`src/rtl/spi_disp_tx_fifo.sv`:
```
// spi_disp_tx_fifo: FIFO-fed SPI display transmitter (CS/SCL/SDA/DC), MSB-first unless SPI_DISP_TX_LSB_FIRST_EN is defined
module spi_disp_tx_fifo #(
    parameter int DATA_W     = 8,
    parameter int CLK_DIV    = 4,
    parameter int FIFO_DEPTH = 16,
    parameter bit CPOL       = 1'b0,
    parameter bit CPHA       = 1'b0
) (
    input  logic                            clk,
    input  logic                            reset,
    input  logic                            in_valid,
    input  logic [DATA_W-1:0]               in_data,
    input  logic                            in_dc,
    output logic                            in_ready,
    output logic                            cs,
    output logic                            scl,
    output logic                            sda,
    output logic                            dc,
    output logic                            busy,
    output logic [$clog2(FIFO_DEPTH):0]     fifo_level
);
    localparam int AW = $clog2(FIFO_DEPTH);
    localparam int LW = AW + 1;
    localparam int CW = CLK_DIV > 1 ? $clog2(CLK_DIV) : 1;
    localparam int BW = $clog2(DATA_W);

    typedef enum logic [2:0] {IDLE, SETUP, SHIFT, HOLD, GAP} state_t;

    function automatic logic first_bit(input logic [DATA_W-1:0] x);
`ifdef SPI_DISP_TX_LSB_FIRST_EN
        return x[0];
`else
        return x[DATA_W-1];
`endif
    endfunction

    function automatic logic [DATA_W-1:0] advance(input logic [DATA_W-1:0] x);
`ifdef SPI_DISP_TX_LSB_FIRST_EN
        return x >> 1;
`else
        return x << 1;
`endif
    endfunction

    logic [DATA_W:0]    mem [FIFO_DEPTH];
    logic [AW-1:0]      wr_ptr, rd_ptr;
    logic [LW-1:0]      level;
    state_t             state, n_state;
    logic [CW-1:0]      cnt, n_cnt;
    logic [BW-1:0]      bitn, n_bit;
    logic [DATA_W-1:0]  sh, n_sh;
    logic               half, n_half, cont, n_cont;
    logic               cs_q, n_cs, scl_q, n_scl, sda_q, n_sda, dc_q, n_dc;
    logic               push, pop, tick, last, more;
    logic [DATA_W-1:0]  head_data;
    logic               head_dc;

    assign in_ready   = level != LW'(FIFO_DEPTH);
    assign push       = in_valid && in_ready;
    assign head_data  = mem[rd_ptr][DATA_W-1:0];
    assign head_dc    = mem[rd_ptr][DATA_W];
    assign tick       = cnt == CW'(CLK_DIV - 1);
    assign last       = bitn == BW'(DATA_W - 1);
    // a burst continues only into a word of the same DC type
    assign more       = level != '0 && head_dc == dc_q;
    assign cs         = cs_q;
    assign scl        = scl_q;
    assign sda        = sda_q;
    assign dc         = dc_q;
    assign busy       = state != IDLE || level != '0;
    assign fifo_level = level;

    always_comb begin
        n_state = state;
        n_cnt   = tick ? '0 : cnt + 1'b1;
        n_half  = half;
        n_bit   = bitn;
        n_cont  = cont;
        n_sh    = sh;
        n_cs    = cs_q;
        n_scl   = scl_q;
        n_sda   = sda_q;
        n_dc    = dc_q;
        pop     = 1'b0;
        case (state)
            IDLE: begin
                n_cnt = '0;
                if (level != '0) begin
                    pop     = 1'b1;
                    n_sh    = head_data;
                    n_dc    = head_dc;
                    n_cs    = 1'b0;
                    n_sda   = first_bit(head_data);
                    n_state = SETUP;
                end
            end
            SETUP: if (tick) begin
                n_state = SHIFT;
                n_half  = 1'b0;
                n_bit   = '0;
                n_scl   = ~CPOL;
            end
            SHIFT: if (tick && !half) begin
                // trailing edge; the next burst word is fetched here so CPHA=0 can present its first bit early
                n_half = 1'b1;
                n_scl  = CPOL;
                if (!last) begin
                    n_sh  = CPHA ? sh : advance(sh);
                    n_sda = CPHA ? sda_q : first_bit(advance(sh));
                end else if (more) begin
                    pop    = 1'b1;
                    n_cont = 1'b1;
                    n_sh   = head_data;
                    n_sda  = CPHA ? sda_q : first_bit(head_data);
                end
            end else if (tick) begin
                n_half = 1'b0;
                if (!last || cont) begin
                    n_scl  = ~CPOL;
                    n_bit  = last ? '0 : bitn + 1'b1;
                    n_cont = 1'b0;
                    n_sh   = CPHA && !last ? advance(sh) : sh;
                    n_sda  = CPHA ? first_bit(last ? sh : advance(sh)) : sda_q;
                end else begin
                    n_state = HOLD;
                end
            end
            HOLD: if (tick) begin
                n_cs    = 1'b1;
                n_sda   = 1'b0;
                n_state = GAP;
            end
            GAP: if (tick) n_state = IDLE;
            default: n_state = IDLE;
        endcase
    end

    always_ff @(posedge clk) begin
        if (reset) begin
            state  <= IDLE;
            cnt    <= '0;
            half   <= 1'b0;
            bitn   <= '0;
            cont   <= 1'b0;
            sh     <= '0;
            cs_q   <= 1'b1;
            scl_q  <= CPOL;
            sda_q  <= 1'b0;
            dc_q   <= 1'b0;
            wr_ptr <= '0;
            rd_ptr <= '0;
            level  <= '0;
        end else begin
            state  <= n_state;
            cnt    <= n_cnt;
            half   <= n_half;
            bitn   <= n_bit;
            cont   <= n_cont;
            sh     <= n_sh;
            cs_q   <= n_cs;
            scl_q  <= n_scl;
            sda_q  <= n_sda;
            dc_q   <= n_dc;
            wr_ptr <= wr_ptr + AW'(push);
            rd_ptr <= rd_ptr + AW'(pop);
            level  <= level + LW'(push) - LW'(pop);
        end
    end

    always_ff @(posedge clk) begin
        if (push) mem[wr_ptr] <= {in_dc, in_data};
    end
endmodule
```
`config.mk`:
```
export PLATFORM = sky130hd
export DESIGN_NAME = spi_disp_tx_fifo
export DESIGN_NICKNAME = d
export VERILOG_FILES = /design/src/rtl/spi_disp_tx_fifo.sv
export SDC_FILE = /design/constraint.sdc
export NUM_CORES = 1
export LEC_CHECK = 0
export CAP_MARGIN = 30
export CORE_UTILIZATION = 45
export DETAILED_ROUTE_END_ITERATION = 16
export SLEW_MARGIN = 20
export SYNTH_ARGS = -nofsm -noshare
export SYNTH_HDL_FRONTEND = slang
export SYNTH_SLANG_ARGS = --single-unit
```
`constraint.sdc`:
```
create_clock -name clk -period 3.6 [get_ports clk]
set_input_delay 0.54 -clock clk [delete_from_list [all_inputs] [get_ports clk]]
set_output_delay 0.54 -clock clk [all_outputs]
set_load 0.1 [all_outputs]
```
==> metrics.csv <==
metric,value,unit
cp.required,3.96,ns
cell_internal_pwr,4.07,mW
switching_share,30.6,%
layout_commonest_cell,edfxtp_1,
yosysTopAreaCellShare,58.7,%
fin_cells,736,
dieArea,16900,um2
cts_buffers,17,
setup_slack,0.133,ns
avgSynthCellArea,15.9,um2
holdCritPathClass,reg2reg,
syn_to_final_growth,16.2,%
period_needed,3.47,ns
crit_fanout,5,
synthFlopType,edfxtp_1,
wl_per_cell,18.9,um
fin_worst_skew,0.0127,ns
grt_setup_unrepaired,true,
status,completed,
path_buf_inv,3,
cts.sinks,178,
num_vias,3977,
synth-seq-area-share,67.9,%
clkPwrFrac,30.6,%
routed_wl,13900,um
antenna_cells,0,
fillers,1306,
start_util,46.2,%
drtIter0Drc,256,
drive_above_1_share,21.9,%
max_freq,288,MHz
p_leak,2.83,nW
num-nets-final,535,
grt_pass1_vias,3926,
cts.clk_slew.worst_paths,0.06,ns
dpl.hpwl,8990,um
power_switching,1.79,mW
design.core.area,15900,um2
overflow,0,
drt.antenna.violating_nets,0,
antenna_found_initial,0,
power_frac_seq,41.7,%
rows,46,
ys_seq_elements,178,
worstMarginPinSlew,0.973,ns
ys_async_sr_fraction,0,%
cp_cell_sequence,"mux4_2, mux4_2, xnor2_4, a31oi_4, nor4_4, ha_1, inv_1, ha_2, inv_2, fa_2, inv_2, a21oi_2, nor2_2, o21ai_1, a21oi_1",
drv_cap,0,
hold_viol,0,
cts-root-buf,clkbuf_16,
p_comb_share,27.7,%
relSlewSlack,34.9,%
power.density,684,nW/um2
drc_errors,0,
final_util,53.7,%
crit_family,multiplexers,
insertion_delay,0.42,ns
dp.cells,702,
crit_slowest_cell,mux4_2,
fp.dieH,130,um
cp-end-kind,flop,
crit_type,reg2reg,
worstSetupStartpointType,flop,
cp.arrival,3.83,ns
synth_edf_count,144,
grt_first_pass_wirelength,22000,um
syn_nets,492,
syn_inst,464,
ys_types,53,
final_cell_mix,"edfxtp_1, mux4_2, dfxtp_1, nand2_1, nor2_1",
finalSetupViolations,0,
peakVddDrop,351,uV
gp_congestion,0.755,
ios,23,
grt.total_usage,18.3,%
fin_area,8570,um2
synth_area_leaders,"edfxtp_1, mux4_2, dfxtp_1, ha_1, mux2i_1",
fin_crit_sh,96.3,%
netlist.top_cell.by_area,edfxtp_1,
syn-cell-area,7370,um2
die-width,130,um
fin_hold_ws,0.434,ns
yosysWarnings,0,
place_area,7930,um2
routed_via_density,5.40,
clk_path_buf_depth,2,
htree_num_levels,4,
port_buffers,22,
cts_tree,built,
first_pass_iters,4,
worst_path_largest_cell_delay,0.56,ns
dp_worst_setup_slack,-0.00815,ns
drv_slew,0,
grt_max_degree,39,
## Yosys cell counts (3+ instances only)
master	n
or3_1	5
nand2_1	30
o21ai_0	7
nor4b_1	4
nor3_1	9
nor2b_1	7
mux2i_1	14
xor2_1	3
inv_2	3
inv_1	13
buf_2	5
nor2_1	30
ha_1	15
xnor2_1	5
a22oi_1	8
a21oi_1	12
edfxtp_1	144
a211oi_1	4
o211ai_1	4
nand4_1	6
mux4_2	32
dfxtp_1	34
mux2_2	8
clkbuf_1	15
nand3_1	8
## repair_timing
action,CTS,global route
hold buffers,0,0
setup buffers,0,2
pin swaps,0,9
resized for setup,1,11
endpoints found under the setup margin,1,1
## power by group through the flow
stage	Combinational, mW	Clock (mW)	Sequential (mW)
after floorplan	0.969	0	2.71
after global placement	1.57	0	2.48
after detailed placement	1.58	0	2.49
after CTS	1.58	1.83	2.45
after global routing	1.76	1.91	2.46
final	1.62	1.79	2.44
## through the flow
stage | setup TNS (ns) | power, mW
detailed placement | -0.00815 | 4.07
global route | -0.105 | 6.13
CTS | 0 | 5.86
finish | 0 | 5.86
floorplan | 0 | 3.68
global placement | 0 | 4.05
## flip-flops by register name, summed over array words and instances (netlist names), 2 cells and up
name	flops
rd_ptr	4
fifo_level	5
wr_ptr	4
bitn	3
state	3
sh	7
mem	144
cnt	2
## layout make-up
| cell class | count | area (um2) | area share (%) |
|---|---|---|---|
| timing repair buffer | 47 | 403 | 4.70 |
| clock buffer | 21 | 450 | 5.26 |
| sequential | 178 | 5010 | 58.5 |
| tap | 216 | 270 | 3.15 |
| inverter | 17 | 63.8 | 0.745 |
| clock inverter | 11 | 129 | 1.50 |
| multi-input combinational | 246 | 2240 | 26.1 |
## worst register-to-register path: stages (launching register included)
cell	delay (ns)
dfxtp_4	0.39
mux4_2	0.50
mux4_2	0.56
xnor2_4	0.23
a31oi_4	0.12
nor4_4	0.26
ha_1	0.27
inv_1	0.06
ha_2	0.17
inv_2	0.04
fa_2	0.37
inv_2	0.06
a21oi_2	0.05
nor2_2	0.11
o21ai_1	0.08
a21oi_1	0.13
## kinds of logic (layout without fill, tap and decap cells)
| logic type | after synthesis | after routing | synth area share [%] |
|---|---|---|---|
| adders and majority gates | 16 | 16 | 2.82 |
| muxes | 54 | 54 | 12.9 |
| buffers and inverters | 40 | 96 | 2.24 |
| AOI/OAI and AO/OA | 50 | 50 | 4.65 |
| DFF | 178 | 178 | 67.9 |
| and+or+nand+nor | 117 | 117 | 8.15 |
| xor gates and xnor gates | 9 | 9 | 1.32 |
## path summary, 6_finish.rpt
path,depth (start not counted),to,startpoint,slack (ns)
setup / recovery,15,fifo_level[4],rd_ptr[2],0.13
setup reg to reg,15,fifo_level[4],rd_ptr[2],0.13
hold / removal,1,cnt[0],cnt[0],0.43
hold reg to reg,1,cnt[0],cnt[0],0.43
## metal layers
metal / routed length, um / vias to the layer above / track usage (%) / share of wire (%)
met3: 445 / 12 / 3.81 / 3.2
met5: 0 / - / 0 / 0
met1: 6630 / 2014 / 25.3 / 48
met2: 6700 / 66 / 28.9 / 48
li1: - / 1885 / - / -
met4: 142 / 0 / 6.36 / 1.0
Note: power is estimated with default switching activity, not from simulation.
